<file path="src/rtl/ex_muldiv_pkg.sv">
// Shared op codes, FSM state type and op-classification helpers for the
// RV32M multiply/divide unit.
package ex_muldiv_pkg;

    localparam int OP_W  = 8;
    localparam int REG_W = 5;

    localparam logic [OP_W-1:0] OP_NOP    = 8'h00;
    localparam logic [OP_W-1:0] OP_ADD    = 8'h01;
    localparam logic [OP_W-1:0] OP_MUL    = 8'h20;
    localparam logic [OP_W-1:0] OP_MULH   = 8'h21;
    localparam logic [OP_W-1:0] OP_MULHSU = 8'h22;
    localparam logic [OP_W-1:0] OP_MULHU  = 8'h23;
    localparam logic [OP_W-1:0] OP_DIV    = 8'h24;
    localparam logic [OP_W-1:0] OP_DIVU   = 8'h25;
    localparam logic [OP_W-1:0] OP_REM    = 8'h26;
    localparam logic [OP_W-1:0] OP_REMU   = 8'h27;

    typedef enum logic [1:0] {
        S_IDLE = 2'd0,
        S_CALC = 2'd1,
        S_DONE = 2'd2
    } state_t;

    function automatic logic is_md_op(input logic [OP_W-1:0] op);
        return (op >= OP_MUL) && (op <= OP_REMU);
    endfunction

    function automatic logic is_div_op(input logic [OP_W-1:0] op);
        return (op >= OP_DIV) && (op <= OP_REMU);
    endfunction

    function automatic logic is_rem_op(input logic [OP_W-1:0] op);
        return (op == OP_REM) || (op == OP_REMU);
    endfunction

    // rs1 is signed for everything except the fully unsigned forms
    function automatic logic rs1_signed(input logic [OP_W-1:0] op);
        return (op == OP_MUL) || (op == OP_MULH) || (op == OP_MULHSU) ||
               (op == OP_DIV) || (op == OP_REM);
    endfunction

    function automatic logic rs2_signed(input logic [OP_W-1:0] op);
        return (op == OP_MUL) || (op == OP_MULH) || (op == OP_DIV) || (op == OP_REM);
    endfunction

endpackage

</file>
<file path="src/rtl/muldiv_iter_core.sv">
// Shared radix-2 datapath: shift-add multiply or restoring divide on
// unsigned magnitudes, one step per enabled cycle.
module muldiv_iter_core #(
    parameter int DATA_W = 32
) (
    input  logic              clk,
    input  logic              rst,
    input  logic              load,
    input  logic              step,
    input  logic              is_div,
    input  logic [DATA_W-1:0] a_in,
    input  logic [DATA_W-1:0] b_in,
    output logic [DATA_W-1:0] step_hi,
    output logic [DATA_W-1:0] step_lo
);

    logic [DATA_W-1:0] hi_q, hi_d;
    logic [DATA_W-1:0] lo_q, lo_d;
    logic [DATA_W-1:0] b_q, b_d;
    logic [DATA_W:0]   mul_sum;
    logic [DATA_W:0]   div_sh;
    logic [DATA_W:0]   div_diff;

    // hi holds the upper product / partial remainder, lo the multiplier / quotient
    always_comb begin
        mul_sum  = {1'b0, hi_q} + (lo_q[0] ? {1'b0, b_q} : {(DATA_W+1){1'b0}});
        div_sh   = {hi_q, lo_q[DATA_W-1]};
        div_diff = div_sh - {1'b0, b_q};
        if (is_div) begin
            if (!div_diff[DATA_W]) begin
                step_hi = div_diff[DATA_W-1:0];
                step_lo = {lo_q[DATA_W-2:0], 1'b1};
            end else begin
                step_hi = div_sh[DATA_W-1:0];
                step_lo = {lo_q[DATA_W-2:0], 1'b0};
            end
        end else begin
            step_hi = mul_sum[DATA_W:1];
            step_lo = {mul_sum[0], lo_q[DATA_W-1:1]};
        end

        hi_d = hi_q;
        lo_d = lo_q;
        b_d  = b_q;
        if (load) begin
            hi_d = '0;
            lo_d = a_in;
            b_d  = b_in;
        end else if (step) begin
            hi_d = step_hi;
            lo_d = step_lo;
        end
    end

    always_ff @(posedge clk or posedge rst) begin
        if (rst) begin
            hi_q <= '0;
            lo_q <= '0;
            b_q  <= '0;
        end else begin
            hi_q <= hi_d;
            lo_q <= lo_d;
            b_q  <= b_d;
        end
    end

endmodule

</file>
<file path="src/rtl/ex_muldiv.sv">
// Iterative RV32M multiply/divide unit in EX. Holds id_ex via md_stall while
// the shared core runs DATA_W steps; sign handling and special cases live here.
import ex_muldiv_pkg::*;

module ex_muldiv #(
    parameter int DATA_W = 32,
    parameter int CNT_W  = 6
) (
    input  logic              clk,
    input  logic              rst,
    input  logic              rdy,
    input  logic              ex_hold,
    input  logic              jump_or_not,
    input  logic              id_ex_rdy,
    input  logic [OP_W-1:0]   ex_op,
    input  logic [DATA_W-1:0] ex_reg1,
    input  logic [DATA_W-1:0] ex_reg2,
    input  logic [REG_W-1:0]  ex_rd,
    output logic              md_stall,
    output logic              md_done,
    output logic [DATA_W-1:0] md_result,
    output logic [REG_W-1:0]  md_rd
);

    localparam logic [DATA_W-1:0] ZERO_WORD = '0;
    localparam logic [DATA_W-1:0] ALL_ONES  = '1;
    localparam logic [DATA_W-1:0] INT_MIN   = {1'b1, {(DATA_W-1){1'b0}}};
    localparam logic [CNT_W-1:0]  LAST_STEP = CNT_W'(DATA_W - 1);

    state_t            state_q, state_d;
    logic [CNT_W-1:0]  cnt_q, cnt_d;
    logic [OP_W-1:0]   op_q, op_d;
    logic              neg_q, neg_d;
    logic              s1_q, s1_d;
    logic [REG_W-1:0]  rd_q, rd_d;
    logic              md_done_q, md_done_d;
    logic [DATA_W-1:0] md_result_q, md_result_d;
    logic [REG_W-1:0]  md_rd_q, md_rd_d;

    logic              en, flush, start;
    logic              s1, s2, div_zero, div_ovf;
    logic [DATA_W-1:0] mag1, mag2, special_res, calc_res;
    logic              core_load, core_step;
    logic [DATA_W-1:0] step_hi, step_lo;
    logic [2*DATA_W-1:0] prod, prod_fix;

    assign en    = rdy & ~ex_hold;
    assign flush = rdy & jump_or_not;
    assign start = id_ex_rdy & is_md_op(ex_op);

    assign md_stall  = ((state_q == S_IDLE) & start) | (state_q == S_CALC);
    assign md_done   = md_done_q;
    assign md_result = md_result_q;
    assign md_rd     = md_rd_q;

    // Operand magnitudes and the cases resolved without iterating
    always_comb begin
        s1       = rs1_signed(ex_op) & ex_reg1[DATA_W-1];
        s2       = rs2_signed(ex_op) & ex_reg2[DATA_W-1];
        mag1     = s1 ? -ex_reg1 : ex_reg1;
        mag2     = s2 ? -ex_reg2 : ex_reg2;
        div_zero = is_div_op(ex_op) & (ex_reg2 == ZERO_WORD);
        div_ovf  = is_div_op(ex_op) & rs2_signed(ex_op) &
                   (ex_reg1 == INT_MIN) & (ex_reg2 == ALL_ONES);
        if (div_zero)
            special_res = is_rem_op(ex_op) ? ex_reg1 : ALL_ONES;
        else
            special_res = is_rem_op(ex_op) ? ZERO_WORD : INT_MIN;
    end

    // Sign-corrected result taken from the core's final step values
    always_comb begin
        prod     = {step_hi, step_lo};
        prod_fix = neg_q ? -prod : prod;
        if (!is_div_op(op_q))
            calc_res = (op_q == OP_MUL) ? prod_fix[DATA_W-1:0] : prod_fix[2*DATA_W-1:DATA_W];
        else if (is_rem_op(op_q))
            calc_res = s1_q ? -step_hi : step_hi;
        else
            calc_res = neg_q ? -step_lo : step_lo;
    end

    always_comb begin
        state_d     = state_q;
        cnt_d       = cnt_q;
        op_d        = op_q;
        neg_d       = neg_q;
        s1_d        = s1_q;
        rd_d        = rd_q;
        md_done_d   = md_done_q;
        md_result_d = md_result_q;
        md_rd_d     = md_rd_q;
        core_load   = 1'b0;
        core_step   = 1'b0;
        if (flush) begin
            state_d   = S_IDLE;
            md_done_d = 1'b0;
        end else if (en) begin
            case (state_q)
                S_IDLE: begin
                    if (start) begin
                        op_d  = ex_op;
                        neg_d = s1 ^ s2;
                        s1_d  = s1;
                        rd_d  = ex_rd;
                        cnt_d = '0;
                        if (div_zero | div_ovf) begin
                            state_d     = S_DONE;
                            md_done_d   = 1'b1;
                            md_result_d = special_res;
                            md_rd_d     = ex_rd;
                        end else begin
                            state_d   = S_CALC;
                            core_load = 1'b1;
                        end
                    end
                end
                S_CALC: begin
                    core_step = 1'b1;
                    cnt_d     = cnt_q + CNT_W'(1);
                    if (cnt_q == LAST_STEP) begin
                        state_d     = S_DONE;
                        md_done_d   = 1'b1;
                        md_result_d = calc_res;
                        md_rd_d     = rd_q;
                    end
                end
                S_DONE: begin
                    state_d   = S_IDLE;
                    md_done_d = 1'b0;
                end
                default: state_d = S_IDLE;
            endcase
        end
    end

    always_ff @(posedge clk or posedge rst) begin
        if (rst) begin
            state_q     <= S_IDLE;
            cnt_q       <= '0;
            op_q        <= '0;
            neg_q       <= 1'b0;
            s1_q        <= 1'b0;
            rd_q        <= '0;
            md_done_q   <= 1'b0;
            md_result_q <= '0;
            md_rd_q     <= '0;
        end else begin
            state_q     <= state_d;
            cnt_q       <= cnt_d;
            op_q        <= op_d;
            neg_q       <= neg_d;
            s1_q        <= s1_d;
            rd_q        <= rd_d;
            md_done_q   <= md_done_d;
            md_result_q <= md_result_d;
            md_rd_q     <= md_rd_d;
        end
    end

    muldiv_iter_core #(.DATA_W(DATA_W)) u_core (
        .clk     (clk),
        .rst     (rst),
        .load    (core_load),
        .step    (core_step),
        .is_div  (is_div_op(op_q)),
        .a_in    (mag1),
        .b_in    (mag2),
        .step_hi (step_hi),
        .step_lo (step_lo)
    );

endmodule

</file>
<file path="config.mk">
export PLATFORM = sky130hd
export DESIGN_NAME = ex_muldiv
export DESIGN_NICKNAME = d
export VERILOG_FILES = /design/src/rtl/ex_muldiv_pkg.sv /design/src/rtl/muldiv_iter_core.sv /design/src/rtl/ex_muldiv.sv
export SDC_FILE = /design/constraint.sdc
export NUM_CORES = 1
export LEC_CHECK = 0
export CORE_MARGIN = 10
export CORE_UTILIZATION = 50
export DETAILED_ROUTE_END_ITERATION = 7
export PLACE_DENSITY = 0.7
export SLEW_MARGIN = 20
export SYNTH_ARGS = -nofsm -noshare
export SYNTH_HDL_FRONTEND = slang
export SYNTH_SLANG_ARGS = --single-unit
</file>
<file path="constraint.sdc">
create_clock -name clk -period 5.9 [get_ports clk]
set_input_delay 1.18 -clock clk [delete_from_list [all_inputs] [get_ports clk]]
set_output_delay 1.18 -clock clk [all_outputs]
set_load 0.1 [all_outputs]
</file>
==> results by group <==
Synthesis
  – Count leader, synth: nand2_1
  – Commonest cells post-synth: nand2_1 (313), nor2_1 (219), o21ai_0 (205)
  – Top post-synthesis cells by area: dfrtp_1 (23%), nand2_1 (6.8%), o21ai_0 (5.9%)
  – Syn nets: 2525
  – Synth Area per Inst: 7.32 µm²
  – FFs w/ async S/R, synth: 100%
  – Distinct cells, synth: 99
  – Post-synthesis sequential area ratio: 22.7%
  – Post-synth EDFFs: 0
  – Prevailing post-synth register cell: dfrtp_1
  – Area share of the leading cell type in the synthesized netlist: 22.7%
  – Synth area leader: dfrtp_1
  – Area of the mapped netlist: 17300 µm²
  – Flop and latch count out of synthesis: 157
  – Warnings from Yosys: 0
  – Cells after synthesis: 2367

Drt
  – Final wirelength: 72400 µm
  – Total number of vias: 19100
  – Residual DRC count: 0
  – Post-DRT Antenna Nets: 0
  – Per-cell routed wire length: 24.9 µm
  – Vias per inst: 6.60
  – Iter 0 DRT Violations: 2674
  – DR pass1 iterations: 6

STA
  – Clock Skew: 0.0217 ns
  – Worst hold slack: 0.499 ns
  – TNS Setup: 0 ns
  – F_max: 0.178 GHz
  – Max Slew Vio Count: 0
  – Final min period: 5.62 ns
  – # setup viols final: 0
  – Measured slew at the worst slew-check pin: 1.07 ns
  – Max_slew headroom: 28.3%
  – RSZ-0062 raised after global routing: no
  – Final hold violations: 0
  – Tcrit/Tclk final: 95.2%

Critical path
  – CP arrival: 5.96 ns
  – Setup crit start kind: flip-flop
  – Critical Path Sink Type: flip-flop
  – Reg2Reg Setup Slack: 0.28 ns
  – Critical Path RT: 6.24 ns
  – Worst-path fanout max: 23
  – Crit path kind: flip-flop to flip-flop

Run
  – Number of max-cap violations: 0

Clock tree
  – CTS buffer count: 17
  – Clock slew at reported path FFs: 0.08 ns
  – Clock root cell: clkbuf_16
  – Post-CTS Setup Bufs: 0
  – Clock latency on the worst-skew pair: 0.48 ns
  – Clock buffer depth: 2
  – CTS tree: yes
  – Clock sinks: 157
  – CTS H-tree depth: 4

Global routing
  – Met3 Use GR: 6.47%
  – Total GRT Usage: 33.7%
  – Largest net degree at the start of global routing: 99
  – First-pass GRT wire length: 110000 µm
  – GRT overflow: 0
  – Met1 usage: 47.7%
  – Gr busiest metal: met2
  – Met2 GRT Util: 49.1%
  – Vias in the first global route: 17600
  – Antenna violations before repair: 1

Floorplan
  – Cell row count: 68
  – Ports: 122
  – Die Area: 42500 µm²
  – Core area: 34400 µm²
  – Die Y: 206 µm
  – Die width: 206 µm
  – Initial Utilization: 50.4%

Cells and area
  – Area growth from synthesis to layout: 13.8%
  – Final #Nets: 2591
  – Share of cells above drive strength 1: 6.87%
  – Final Util: 57.4%
  – Fin cells: 2902

Pwr
  – VDD IR max: 0.311 mV
  – Lkg Pwr: 7.85 nW
  – Power Dens Cells: 518 nW/µm²

Placement
  – DP Cell Count: 2869
  – Routability Congestion: 1.07
  – PortBufs: 121
  – DP HPWL: 57400 µm

Worst hold path
  – Worst hold path type: flip-flop to flip-flop

Run status
  – Status: finished clean
==> cell type report <==
type                    count  area (µm²)
clock buffers              18         439
flip-flops and latches    157        3930
diodes                      1        2.50
well taps                 455         569
inverters                  79         302
clock inverters            14         176
repair buffers            190        1780
multi-input cells        1988       12500
fillers                  3278       14700
==> layout by cell type (no fill, tap or decap), types with 52 or more instances in the layout <==
cell and count:
nor3_1 76, inv_1 77, xnor2_1 101, nor2_1 219
a21oi_1 167, buf_4 66, dfrtp_1 157, ha_1 73
nand3_1 52, o211ai_1 53, xor2_1 76, nand2_1 311
clkdlybuf4s50_1 120, o21ai_0 205
==> per-stage QoR <==
stage / total power [mW] / instance area (µm²) / setup slack (ns)
floorplan: 6.64 / 17300 / 0.430
global placement: 8.72 / 19100 / 0.456
detailed placement: 8.76 / 19100 / 0.359
CTS: 10.0 / 19700 / 0.311
global route: 10.8 / 19700 / 0.0377
finish: 10.2 / 19700 / 0.282
==> per-layer routing <==
metal | wire (µm) | part of all wire (%)
met2 | 30600 | 42
met4 | 3010 | 4.2
met1 | 31600 | 44
met3 | 7090 | 9.8
met5 | 0 | 0
==> worst max-delay path, cell delays in order, from the launching register on <==
cell and delay, ns:
dfrtp_1 0.41, ha_1 0.23, fa_1 0.39, nand2b_1 0.23
a21oi_1 0.30, o211a_1 0.29, o211ai_4 0.15, a21oi_4 0.19
buf_4 0.30, nor2_1 0.13, o21ai_0 0.18, a21oi_1 0.11
inv_1 0.09, ha_1 0.27, inv_1 0.13, or4_1 0.59
nor2_1 0.21, nand3_1 0.26, nor4_1 0.51, mux2i_1 0.14
a221oi_1 0.27, a21oi_1 0.11
==> state kept, by name, indices dropped and copies added (netlist names) <==
| register | cells |
|---|---|
| op_q | 8 |
| rd_q | 5 |
| md_done | 1 |
| u_core.lo_q | 32 |
| u_core.hi_q | 32 |
| neg_q | 1 |
| u_core.b_q | 32 |
| md_result | 32 |
| md_rd | 5 |
| state_q | 2 |
| cnt_q | 6 |
| s1_q | 1 |
==> power by group <==
group          internal [mW]  switching, mW  total (mW)
Sequential              1.38          0.425        1.80
Combinational           2.42           4.79        7.21
Clock                  0.652          0.555        1.21
==> cells by family after synthesis <==
kind of cell | count (synthesis) | share of synthesized area (%)
XOR/XNOR | 177 | 8.94
buffers and inverters | 222 | 5.29
multiplexers | 58 | 3.44
adder cells (fa/ha/maj) | 75 | 5.50
flip-flops | 157 | 22.7
AND/OR/NAND/NOR | 914 | 25.1
AO/OA/AOI/OAI | 764 | 29.1
==> path summary, 6_finish.rpt <==
check	start	to	depth (start not counted)
min in group asynchronous	rst	md_result[29]	2
max in group asynchronous	rst	u_core.b_q[3]	3
worst min-delay path	op_q[5]	op_q[5]	1
worst max-delay path	u_core.b_q[0]	md_result[30]	21
worst max register to register	u_core.b_q[0]	md_result[30]	21
worst min register to register	op_q[5]	op_q[5]	1
==> what timing repair did <==
action / CTS / global route
hold buffers: 0 / 0
gates resized for setup: 0 / 1
setup endpoints to repair: 0 / 2
No activity file was read; power rests on OpenSTA's default activity.
